<file path="config.mk">
export PLATFORM = sky130hd
export DESIGN_NAME = vga_img_disp_flat
export DESIGN_NICKNAME = d
export VERILOG_FILES = /design/src/rtl/vga_pkg.sv /design/src/rtl/vga_img_disp_if.sv /design/src/rtl/vga_timing_gen.sv /design/src/rtl/vga_img_disp.sv /design/src/flat_wrapper.sv
export SDC_FILE = /design/constraint.sdc
export NUM_CORES = 1
export LEC_CHECK = 0
export CAP_MARGIN = 15
export CELL_PAD_IN_SITES_DETAIL_PLACEMENT = 0
export CELL_PAD_IN_SITES_GLOBAL_PLACEMENT = 1
export CORE_MARGIN = 5
export CORE_UTILIZATION = 40
export DETAILED_ROUTE_END_ITERATION = 10
export GPL_ROUTABILITY_DRIVEN = 0
export PLACE_DENSITY_LB_ADDON = 0.1
export SLEW_MARGIN = 0
export SYNTH_ARGS = -nofsm -noshare
export SYNTH_HDL_FRONTEND = slang
export SYNTH_SLANG_ARGS = --single-unit
</file>
<file path="constraint.sdc">
create_clock -name clk -period 3.9 [get_ports clk]
set_clock_uncertainty 0.2 [all_clocks]
set_input_delay 0.78 -clock clk [delete_from_list [all_inputs] [get_ports clk]]
set_output_delay 0.78 -clock clk [all_outputs]
set_load 0.005 [all_outputs]
</file>
<file path="src/rtl/vga_pkg.sv">
// Shared VGA timing defaults and the RGB444 pixel layout used by the image display
// pipeline and its timing generator.
package vga_pkg;

  localparam int unsigned CLK_DIV_DEF  = 4;
  localparam int unsigned H_ACTIVE_DEF = 640;
  localparam int unsigned H_FP_DEF     = 16;
  localparam int unsigned H_SYNC_DEF   = 96;
  localparam int unsigned H_BP_DEF     = 48;
  localparam int unsigned V_ACTIVE_DEF = 480;
  localparam int unsigned V_FP_DEF     = 10;
  localparam int unsigned V_SYNC_DEF   = 2;
  localparam int unsigned V_BP_DEF     = 33;

  localparam int unsigned CH_W  = 4;
  localparam int unsigned RGB_W = 3 * CH_W;

  typedef struct packed {
    logic [CH_W-1:0] r;
    logic [CH_W-1:0] g;
    logic [CH_W-1:0] b;
  } rgb444_t;

  function automatic int unsigned line_total(input int unsigned act, input int unsigned fp,
                                             input int unsigned sync, input int unsigned bp);
    return act + fp + sync + bp;
  endfunction

endpackage

</file>
<file path="src/rtl/vga_img_disp_if.sv">
// Read port of the image block RAM: address/enable out of the display, data back in.
interface vga_img_disp_if #(
  parameter int unsigned ADDR_W = 14,
  parameter int unsigned PIX_W  = 12
);
  logic              ram_en;
  logic [ADDR_W-1:0] ram_addr;
  logic [PIX_W-1:0]  ram_dout;

  modport master (output ram_en, output ram_addr, input ram_dout);
  modport slave  (input ram_en, input ram_addr, output ram_dout);
endinterface

</file>
<file path="src/rtl/vga_timing_gen.sv">
// Pixel-tick divider plus horizontal/vertical raster counters and the raw (stage 0)
// active/sync/frame-start decodes.
module vga_timing_gen
  import vga_pkg::*;
#(
  parameter int unsigned CLK_DIV  = CLK_DIV_DEF,
  parameter int unsigned H_ACTIVE = H_ACTIVE_DEF,
  parameter int unsigned H_FP     = H_FP_DEF,
  parameter int unsigned H_SYNC   = H_SYNC_DEF,
  parameter int unsigned H_BP     = H_BP_DEF,
  parameter int unsigned V_ACTIVE = V_ACTIVE_DEF,
  parameter int unsigned V_FP     = V_FP_DEF,
  parameter int unsigned V_SYNC   = V_SYNC_DEF,
  parameter int unsigned V_BP     = V_BP_DEF,
  parameter int unsigned HCNT_W   = $clog2(H_ACTIVE + H_FP + H_SYNC + H_BP),
  parameter int unsigned VCNT_W   = $clog2(V_ACTIVE + V_FP + V_SYNC + V_BP)
) (
  input  logic              clk,
  input  logic              rst_n,
  output logic              tick_o,
  output logic [HCNT_W-1:0] hcnt_o,
  output logic [VCNT_W-1:0] vcnt_o,
  output logic              active_o,
  output logic              hs0_o,
  output logic              vs0_o,
  output logic              frame_start_o
);

  localparam int unsigned H_TOTAL = line_total(H_ACTIVE, H_FP, H_SYNC, H_BP);
  localparam int unsigned V_TOTAL = line_total(V_ACTIVE, V_FP, V_SYNC, V_BP);
  localparam int unsigned DIV_W   = $clog2(CLK_DIV);

  logic [DIV_W-1:0]  div_q,  div_d;
  logic [HCNT_W-1:0] hcnt_q, hcnt_d;
  logic [VCNT_W-1:0] vcnt_q, vcnt_d;
  logic              tick_s;

  assign tick_s = (div_q == DIV_W'(CLK_DIV - 1));

  // Next-state for divider and raster counters
  always_comb begin
    div_d  = div_q;
    hcnt_d = hcnt_q;
    vcnt_d = vcnt_q;
    if (tick_s) begin
      div_d = '0;
      if (hcnt_q == HCNT_W'(H_TOTAL - 1)) begin
        hcnt_d = '0;
        if (vcnt_q == VCNT_W'(V_TOTAL - 1)) begin
          vcnt_d = '0;
        end else begin
          vcnt_d = vcnt_q + VCNT_W'(1);
        end
      end else begin
        hcnt_d = hcnt_q + HCNT_W'(1);
      end
    end else begin
      div_d = div_q + DIV_W'(1);
    end
  end

  // Counter state registers
  always_ff @(posedge clk) begin
    if (!rst_n) begin
      div_q  <= '0;
      hcnt_q <= '0;
      vcnt_q <= '0;
    end else begin
      div_q  <= div_d;
      hcnt_q <= hcnt_d;
      vcnt_q <= vcnt_d;
    end
  end

  assign tick_o        = tick_s;
  assign hcnt_o        = hcnt_q;
  assign vcnt_o        = vcnt_q;
  assign active_o      = (hcnt_q < HCNT_W'(H_ACTIVE)) && (vcnt_q < VCNT_W'(V_ACTIVE));
  assign hs0_o         = !((hcnt_q >= HCNT_W'(H_ACTIVE + H_FP)) &&
                           (hcnt_q <  HCNT_W'(H_ACTIVE + H_FP + H_SYNC)));
  assign vs0_o         = !((vcnt_q >= VCNT_W'(V_ACTIVE + V_FP)) &&
                           (vcnt_q <  VCNT_W'(V_ACTIVE + V_FP + V_SYNC)));
  assign frame_start_o = tick_s && (hcnt_q == '0) && (vcnt_q == '0);

endmodule

</file>
<file path="src/rtl/vga_img_disp.sv">
// VGA display of a raster-ordered image held in block RAM: image-window address
// generation followed by a two-tick pipeline that keeps colour and sync aligned.
module vga_img_disp
  import vga_pkg::*;
#(
  parameter int unsigned CLK_DIV  = CLK_DIV_DEF,
  parameter int unsigned H_ACTIVE = H_ACTIVE_DEF,
  parameter int unsigned H_FP     = H_FP_DEF,
  parameter int unsigned H_SYNC   = H_SYNC_DEF,
  parameter int unsigned H_BP     = H_BP_DEF,
  parameter int unsigned V_ACTIVE = V_ACTIVE_DEF,
  parameter int unsigned V_FP     = V_FP_DEF,
  parameter int unsigned V_SYNC   = V_SYNC_DEF,
  parameter int unsigned V_BP     = V_BP_DEF,
  parameter int unsigned IMG_W    = 128,
  parameter int unsigned IMG_H    = 128,
  parameter int unsigned X0       = 256,
  parameter int unsigned Y0       = 176,
  parameter int unsigned ADDR_W   = 14,
  parameter int unsigned PIX_W    = RGB_W,
  parameter logic [RGB_W-1:0] BG_COLOR = 12'h000
) (
  input  logic            clk,
  input  logic            rst_n,
  vga_img_disp_if.master  ram_bus,
  output logic [CH_W-1:0] vga_r,
  output logic [CH_W-1:0] vga_g,
  output logic [CH_W-1:0] vga_b,
  output logic            vga_hs,
  output logic            vga_vs,
  output logic            frame_start
);

  localparam int unsigned HCNT_W   = $clog2(line_total(H_ACTIVE, H_FP, H_SYNC, H_BP));
  localparam int unsigned VCNT_W   = $clog2(line_total(V_ACTIVE, V_FP, V_SYNC, V_BP));
  localparam int unsigned IMG_LAST = IMG_W * IMG_H - 1;

  logic              tick_s, active_s, hs0_s, vs0_s, in_img_s;
  logic [HCNT_W-1:0] hcnt_s;
  logic [VCNT_W-1:0] vcnt_s;
  logic [ADDR_W-1:0] base_addr_s;

  logic [ADDR_W-1:0] img_addr_q, img_addr_d;
  logic [ADDR_W-1:0] ram_addr_q, ram_addr_d;
  logic              ram_en_q, ram_en_d;
  logic              active_p1_q, active_p1_d;
  logic              hs_p1_q, hs_p1_d;
  logic              vs_p1_q, vs_p1_d;
  rgb444_t           rgb_q, rgb_d;
  logic              hs_q, hs_d;
  logic              vs_q, vs_d;

  vga_timing_gen #(
    .CLK_DIV (CLK_DIV),
    .H_ACTIVE(H_ACTIVE), .H_FP(H_FP), .H_SYNC(H_SYNC), .H_BP(H_BP),
    .V_ACTIVE(V_ACTIVE), .V_FP(V_FP), .V_SYNC(V_SYNC), .V_BP(V_BP),
    .HCNT_W  (HCNT_W),   .VCNT_W(VCNT_W)
  ) u_timing (
    .clk          (clk),
    .rst_n        (rst_n),
    .tick_o       (tick_s),
    .hcnt_o       (hcnt_s),
    .vcnt_o       (vcnt_s),
    .active_o     (active_s),
    .hs0_o        (hs0_s),
    .vs0_o        (vs0_s),
    .frame_start_o(frame_start)
  );

  assign in_img_s = (hcnt_s >= HCNT_W'(X0)) && (hcnt_s < HCNT_W'(X0 + IMG_W)) &&
                    (vcnt_s >= VCNT_W'(Y0)) && (vcnt_s < VCNT_W'(Y0 + IMG_H));

  // The frame origin re-seeds the raster address so no partial frame carries over.
  assign base_addr_s = ((hcnt_s == '0) && (vcnt_s == '0)) ? '0 : img_addr_q;

  // Next-state for the address counter and both pipeline stages
  always_comb begin
    img_addr_d  = img_addr_q;
    ram_addr_d  = ram_addr_q;
    ram_en_d    = ram_en_q;
    active_p1_d = active_p1_q;
    hs_p1_d     = hs_p1_q;
    vs_p1_d     = vs_p1_q;
    rgb_d       = rgb_q;
    hs_d        = hs_q;
    vs_d        = vs_q;
    if (tick_s) begin
      img_addr_d = base_addr_s;
      if (in_img_s) begin
        ram_addr_d = base_addr_s;
        img_addr_d = (base_addr_s == ADDR_W'(IMG_LAST)) ? '0 : base_addr_s + ADDR_W'(1);
      end else begin
        ram_addr_d = ram_addr_q;
      end
      // ram_en doubles as the delayed in-image flag for stage 2.
      ram_en_d    = in_img_s;
      active_p1_d = active_s;
      hs_p1_d     = hs0_s;
      vs_p1_d     = vs0_s;
      if (ram_en_q) begin
        rgb_d = rgb444_t'(ram_bus.ram_dout);
      end else if (active_p1_q) begin
        rgb_d = rgb444_t'(BG_COLOR);
      end else begin
        rgb_d = rgb444_t'(12'h000);
      end
      hs_d = hs_p1_q;
      vs_d = vs_p1_q;
    end else begin
      img_addr_d = img_addr_q;
    end
  end

  // Pipeline and address registers
  always_ff @(posedge clk) begin
    if (!rst_n) begin
      img_addr_q  <= '0;
      ram_addr_q  <= '0;
      ram_en_q    <= 1'b0;
      active_p1_q <= 1'b0;
      hs_p1_q     <= 1'b1;
      vs_p1_q     <= 1'b1;
      rgb_q       <= rgb444_t'(12'h000);
      hs_q        <= 1'b1;
      vs_q        <= 1'b1;
    end else begin
      img_addr_q  <= img_addr_d;
      ram_addr_q  <= ram_addr_d;
      ram_en_q    <= ram_en_d;
      active_p1_q <= active_p1_d;
      hs_p1_q     <= hs_p1_d;
      vs_p1_q     <= vs_p1_d;
      rgb_q       <= rgb_d;
      hs_q        <= hs_d;
      vs_q        <= vs_d;
    end
  end

  assign ram_bus.ram_en   = ram_en_q;
  assign ram_bus.ram_addr = ram_addr_q;
  assign vga_r  = rgb_q.r;
  assign vga_g  = rgb_q.g;
  assign vga_b  = rgb_q.b;
  assign vga_hs = hs_q;
  assign vga_vs = vs_q;

endmodule

</file>
<file path="src/flat_wrapper.sv">
// flat-port wrapper written by rule: the top's interface ports become plain ports
module vga_img_disp_flat import vga_pkg::*;
#(
  parameter int unsigned CLK_DIV  = CLK_DIV_DEF,
  parameter int unsigned H_ACTIVE = H_ACTIVE_DEF,
  parameter int unsigned H_FP     = H_FP_DEF,
  parameter int unsigned H_SYNC   = H_SYNC_DEF,
  parameter int unsigned H_BP     = H_BP_DEF,
  parameter int unsigned V_ACTIVE = V_ACTIVE_DEF,
  parameter int unsigned V_FP     = V_FP_DEF,
  parameter int unsigned V_SYNC   = V_SYNC_DEF,
  parameter int unsigned V_BP     = V_BP_DEF,
  parameter int unsigned IMG_W    = 128,
  parameter int unsigned IMG_H    = 128,
  parameter int unsigned X0       = 256,
  parameter int unsigned Y0       = 176,
  parameter int unsigned ADDR_W   = 14,
  parameter int unsigned PIX_W    = RGB_W,
  parameter logic [RGB_W-1:0] BG_COLOR = 12'h000
)
  (clk, rst_n, vga_r, vga_g, vga_b, vga_hs, vga_vs, frame_start, ram_bus_ram_en, ram_bus_ram_addr, ram_bus_ram_dout);
  vga_img_disp_if #(.ADDR_W(ADDR_W), .PIX_W(PIX_W)) ram_bus_i ();
  input  logic clk;
  input  logic rst_n;
  output logic [CH_W-1:0] vga_r;
  output logic [CH_W-1:0] vga_g;
  output logic [CH_W-1:0] vga_b;
  output logic vga_hs;
  output logic vga_vs;
  output logic frame_start;
  output wire logic [$bits(ram_bus_i.ram_en)-1:0] ram_bus_ram_en;
  output wire logic [$bits(ram_bus_i.ram_addr)-1:0] ram_bus_ram_addr;
  input wire logic [$bits(ram_bus_i.ram_dout)-1:0] ram_bus_ram_dout;
  assign ram_bus_ram_en = ram_bus_i.ram_en;
  assign ram_bus_ram_addr = ram_bus_i.ram_addr;
  assign ram_bus_i.ram_dout = ram_bus_ram_dout;
  vga_img_disp #(.CLK_DIV(CLK_DIV), .H_ACTIVE(H_ACTIVE), .H_FP(H_FP), .H_SYNC(H_SYNC), .H_BP(H_BP), .V_ACTIVE(V_ACTIVE), .V_FP(V_FP), .V_SYNC(V_SYNC), .V_BP(V_BP), .IMG_W(IMG_W), .IMG_H(IMG_H), .X0(X0), .Y0(Y0), .ADDR_W(ADDR_W), .PIX_W(PIX_W), .BG_COLOR(BG_COLOR)) u_core (.clk(clk), .rst_n(rst_n), .ram_bus(ram_bus_i), .vga_r(vga_r), .vga_g(vga_g), .vga_b(vga_b), .vga_hs(vga_hs), .vga_vs(vga_vs), .frame_start(frame_start));
endmodule
</file>
==> impl_metrics.tcl, run 1 <==
set metrics [dict create \
    reg2reg_depth 12 \
    fmax_mhz 281.4 \
    syn_area_sq_um 3044 \
    rrSetupSlack_ns 0.50 \
    io_pins 44 \
    synthArstFlopShare_pct 0 \
    hp-class "reg -> reg" \
    nets 423 \
    fp.dieArea_sq_um 9455 \
    cts_tree "built" \
    drive_gt1_share_pct 7.635 \
    maxCapViolations 0 \
    synth_top_family_by_area "simple AND/OR/NAND/NOR gates" \
    final_common_cell "dfxtp_1" \
    core_sq_um 7331 \
    drtPass1Iterations 4 \
    drtAntennaViolNets 0 \
    final_util_pct 51.48 \
    num_vias 2736 \
    setup_viol 0 \
    via_per_inst 5.418 \
    cts_setup_buffers 0 \
    cp_max_fo 10 \
    cts_buffers 9 \
    rows 31 \
    syn_avg_cell_area_sq_um 8.575 \
    initial_utilization_pct 41.53 \
    cts-root-buf "clkbuf_8" \
    layout_min_cycle_time_ns 3.553 \
    ir_drop_uv 233.6 \
    cts.sinks 67 \
    cp-start-kind "flip-flop" \
    power.density_nw_per_um2 340.1 \
    num_antenna_cells 0 \
    holdBufCountCts 0 \
    yosysWarnings 0 \
    syn2layout_area_growth_pct 23.96 \
    grt_pass1_vias 2600 \
    wl_microns 7649 \
    synth_compound_area_share_pct 16.93 \
    rsz0062_at_grt "no" \
    reg2reg_to "u_core.img_addr_q[7]" \
    status "finished clean" \
    crit_arrival_ns 2.57 \
    grt_first_pass_wirelength_microns 12560 \
    die_x_microns 97.24 \
    synth_flop_cell "dfxtp_1" \
    tightest_slew_ns 0.8254 \
    power_mw 1.283 \
    setup_slack_ns 0.3467 \
    yosys.cell_types.count 54 \
    synth_edf_count 0 \
    cp-end-kind "primary output" \
    timing.critical_path.to "frame_start" \
    clk_latency_ns 0.34 \
    synth_fa_ha_area_share_pct 2.877 \
    dp_hpwl_microns 5534 \
    synth_simple_gate_area_share_pct 25.94 \
    drc_errors 0 \
    fin_crit_sh_pct 91.11 \
    final_cell_mix "dfxtp_1, nand2_1, clkdlybuf4s50_1" \
    p_leak_nw 1.269 \
    syn_inst 355 \
    grt_overflow 0 \
    dr.first_iter.drc_count 97 \
    slew_viol_final 0 \
    fin_setup_tns_ns 0 \
    grt_max_degree 18 \
    r2r_start "u_core.u_timing.vcnt_o[1]" \
    grt_antenna_before_repair 0 \
    ys_seq_area_share_pct 44.06 \
    wl_per_cell_microns 15.15 \
    cts_resized 0 \
    io_buffers 43 \
    nFillCells 709 \
    syn_nets 376 \
    dpl_worst_slack_ns 0.5418 \
    slew_headroom_pct 44.46 \
    htree_num_levels 3 \
    track_usage_pct 16.26 \
    cts.clk_slew.worst_paths_ns 0.07 \
    clk_path_buf_depth 2 \
    die_y_microns 97.24 \
    worstSetupStartpoint "u_core.u_timing.vcnt_o[4]" \
    setup.worst_path.class "reg -> out" \
    ys_ff_latch 67 \
    synth_mux_area_share_pct 2.014 \
    hold_viol_final 0 \
    critPathRequiredTime_ns 2.92 \
    synth_xor_area_share_pct 4.603 \
]
==> synth_stat cells, types with 5 or more instances <==
library cell	count	area share, %
dfxtp_1	67	44
nand2_1	43	5.3
nor2_1	31	3.8
nand3_1	25	4.1
a21oi_1	22	3.6
a22o_1	12	3.5
nand4_1	12	2.5
clkbuf_1	11	1.4
nor3_1	9	1.5
a31oi_1	8	1.6
inv_1	8	0.99
o21ai_0	8	1.3
xnor2_1	8	2.3
xor2_1	8	2.3
and3_1	7	1.4
ha_1	7	2.9
or3_1	7	1.4
mux2i_1	5	1.6
nor4_1	5	1.0
o211ai_1	5	1.2
==> critical path, cell delays in order, from the launching register on <==
cell and delay (ns):
dfxtp_1 0.37, nor4_1 0.38, nand2_1 0.23, or3_1 0.45
buf_4 0.19, nor2_1 0.09, clkdlybuf4s50_1 0.52
==> state kept, by name, summed over array words and instances, names as in the netlist <==
register                 count
u_core.vga_b                 4
u_core.u_timing.div_q        2
u_core.img_addr_q           14
u_core.hs_p1_q               1
u_core.u_timing.hcnt_o      10
u_core.vga_vs                1
u_core.ram_bus.ram_addr     14
u_core.u_timing.vcnt_o      10
u_core.vga_g                 4
u_core.vga_r                 4
u_core.ram_bus.ram_en        1
u_core.vs_p1_q               1
u_core.vga_hs                1
==> worst min path at each step <==
stage                              from                        to  slack, ns  cells after the start
2_1_floorplan  u_core.u_timing.div_q[0]  u_core.u_timing.div_q[0]       0.20                      1
3_3_place_gp   u_core.u_timing.div_q[0]  u_core.u_timing.div_q[0]       0.21                      1
3_5_place_dp   u_core.u_timing.div_q[0]  u_core.u_timing.div_q[0]       0.22                      1
4_1_cts        u_core.u_timing.div_q[0]  u_core.u_timing.div_q[0]       0.23                      1
5_1_grt        u_core.u_timing.div_q[0]  u_core.u_timing.div_q[0]       0.25                      1
6_report       u_core.u_timing.div_q[0]  u_core.u_timing.div_q[0]       0.22                      1
==> routing by layer <==
metal | vias up | track usage, % | share of wire, %
met5 | - | 0 | 0
met4 | 0 | 6.496 | 1.9
met3 | 16 | 5.240 | 4.3
met2 | 62 | 26.96 | 49
met1 | 1272 | 19.48 | 45
li1 | 1386 | - | -
==> area by class of cell <==
type / count / area [sq um] / area share, %
sequential: 67 / 1341 / 35.54
tap: 99 / 123.9 / 3.282
multi-input combinational: 262 / 1594 / 42.24
timing repair buffer: 52 / 498.0 / 13.20
clock buffer: 13 / 168.9 / 4.476
inverter: 10 / 37.54 / 0.9947
clock inverter: 2 / 10.01 / 0.2653
==> report_power, final <==
part / switching (mW) / internal [mW] / total [mW]
clock network: 0.248 / 0.277 / 0.526
registers: 0.00194 / 0.688 / 0.690
logic: 0.0402 / 0.0280 / 0.0681
==> cell families (layout without fill, tap and decap cells) <==
group,Yosys count,after routing
AND/OR/NAND/NOR,158,158
multiplexers,6,6
AO/OA/AOI/OAI,75,75
XOR/XNOR,16,16
adder cells (fa/ha/maj),7,7
flip-flops,67,67
buffers and inverters,26,77
==> through the flow <==
stage	instance area (sq um)	hold slack, ns	cells
2_1_floorplan	3044	0.1992	355
3_3_place_gp	3595	0.2116	490
3_5_place_dp	3595	0.2155	490
4_1_cts	3774	0.2300	505
5_1_grt	3774	0.2521	505
6_report	3774	0.2249	505
(Power assumes the default switching activity.)
==> run 2: changes to the inputs <==
GPL_TIMING_DRIVEN = 0   (was default)
==> impl_metrics.tcl, run 2 (synthesized netlist as in run 1, its figures left out) <==
set metrics [dict create \
    status "finished clean" \
    dr.first_iter.drc_count 121 \
    drtAntennaViolNets 0 \
    die_x_microns 97.24 \
    path_common_cell "ha_1" \
    clk_path_buf_depth 2 \
    nFillCells 721 \
    io_buffers 43 \
    fin_cells 513 \
    hold_viol_final 0 \
    die_y_microns 97.24 \
    core_sq_um 7331 \
    critical_path.max_stage_delay_ns 0.53 \
    p_leak_nw 1.266 \
    slew_viol_final 0 \
    multi_input_area_sq_um 1602 \
    holdPathStages 1 \
    initial_utilization_pct 41.53 \
    setup.worst_path.class "reg -> reg" \
    rrSetupSlack_ns 0.20 \
    fp.dieArea_sq_um 9455 \
    reg2reg_depth 14 \
    wl_microns 7948 \
    register_area_sq_um 1341 \
    path_cells "inv_1 -> ha_1 -> nor2b_1 -> nand2_2 -> or3_4 -> clkbuf_2 -> and2_1 -> ha_1 -> nand4_1 -> or2_2 -> o41a_2 -> buf_6 -> a31oi_1 -> mux2i_1" \
    cp_max_fo 11 \
    fin_setup_tns_ns 0 \
    maxCapViolations 0 \
    wl_per_cell_microns 15.49 \
    tightest_slew_ns 0.8478 \
    place_inst 497 \
    grt_pass1_vias 2740 \
    nets 432 \
    critPathRequiredTime_ns 3.92 \
    post_dp_cell_area_sq_um 3598 \
    r2r_start "u_core.u_timing.vcnt_o[1]" \
    critPathTopFamily "simple AND/OR/NAND/NOR gates" \
    via_per_inst 5.511 \
    final_common_cell "dfxtp_1" \
    syn2layout_area_growth_pct 24.50 \
    grt_overflow 0 \
    drtPass1Iterations 4 \
    drc_errors 0 \
    fmax_mhz 270.6 \
    num_vias 2827 \
    cts-root-buf "clkbuf_8" \
    reg2reg_to "u_core.img_addr_q[10]" \
    grt_antenna_before_repair 0 \
    cts_tree "built" \
    hold_start "u_core.u_timing.div_q[0]" \
    cts.clk_slew.worst_paths_ns 0.07 \
    cp-end-kind "flip-flop" \
    cts_buffers 9 \
    drive_gt1_share_pct 7.729 \
    fin_area_sq_um 3790 \
    hp-class "reg -> reg" \
    htree_num_levels 3 \
    fin_crit_sh_pct 94.75 \
    rsz0062_at_grt "no" \
    hold_end "u_core.u_timing.div_q[0]" \
    slew_headroom_pct 42.96 \
    grt_max_degree 12 \
    layout_min_cycle_time_ns 3.695 \
    ir_drop_uv 175.8 \
    final_cell_mix "dfxtp_1, clkdlybuf4s50_1, nand2_1" \
    critPathSlowestCell "o41a_2" \
    crit_cells 14 \
    cts.sinks 67 \
    path_buf_inv 3 \
    setup_viol 0 \
    num_antenna_cells 0 \
    dp_hpwl_microns 5808 \
    power.density_nw_per_um2 332.8 \
    rows 31 \
    crit_arrival_ns 3.72 \
    cp-start-kind "flip-flop" \
    grt_first_pass_wirelength_microns 13250 \
    track_usage_pct 17.02 \
    clk_latency_ns 0.34 \
    io_pins 44 \
]
## run 2: worst register-to-register path, cell delays in order, from the launching register on
cell,delay (ns)
dfxtp_1,0.44
inv_1,0.07
ha_1,0.17
nor2b_1,0.14
nand2_2,0.15
or3_4,0.22
clkbuf_2,0.24
and2_1,0.17
ha_1,0.26
nand4_1,0.21
or2_2,0.36
o41a_2,0.53
buf_6,0.18
a31oi_1,0.16
mux2i_1,0.09
## run 2: repair_timing
item	CTS	global route
buffers inserted	0	2
setup endpoints to repair	13	11
pin swaps	0	1
gates cloned	0	0
resized for setup	2	1
hold buffers	0	0
## run 2: per-layer routing
metal	vias to the layer above	GRT usage [%]	share of wire, %
li1	1410	-	-
met1	1323	20.20	44
met2	81	29.41	49
met3	13	4.379	5.0
met4	0	6.496	2.0
met5	-	0	0
## run 2: how the worst max path moves through the flow
stage               slack (ns)                       from                     to
finish                    0.20  u_core.u_timing.vcnt_o[1]  u_core.img_addr_q[10]
global route              0.01  u_core.u_timing.vcnt_o[1]   u_core.img_addr_q[9]
CTS                       0.08  u_core.u_timing.vcnt_o[1]  u_core.img_addr_q[10]
detailed placement       -0.33  u_core.u_timing.vcnt_o[1]  u_core.img_addr_q[10]
global placement         -0.34  u_core.u_timing.vcnt_o[0]  u_core.img_addr_q[10]
floorplan                 0.34  u_core.u_timing.vcnt_o[0]  u_core.img_addr_q[10]
## run 2: power breakdown
| part | internal [mW] | leakage (nW) | switching [mW] |
|---|---|---|---|
| Combinational | 0.0262 | 0.635 | 0.0421 |
| Sequential | 0.688 | 0.540 | 0.00216 |
| Clock | 0.255 | 0.0908 | 0.249 |
## run 2: metrics by stage
step           setup WS, ns  util [%]  power, mW  hold WS, ns
2_1_floorplan        0.3449         -     0.7417       0.1992
3_3_place_gp        -0.3439     49.09     0.7730       0.2107
3_5_place_dp        -0.3307     49.09     0.7732       0.2290
4_1_cts             0.08414     51.39      1.282       0.2387
5_1_grt             0.01111     51.70      1.322       0.2759
6_report             0.2046     51.70      1.261       0.2358
## run 2: area by class of cell
cell class	instances	share of cell area (%)
plain buffers	15	1.816
repair buffers	46	11.89
clock buffers	11	3.995
inverters	10	0.9904
well taps	99	3.268
multi-input cells	262	42.26
flip-flops and latches	67	35.39
clock inverters	3	0.3962
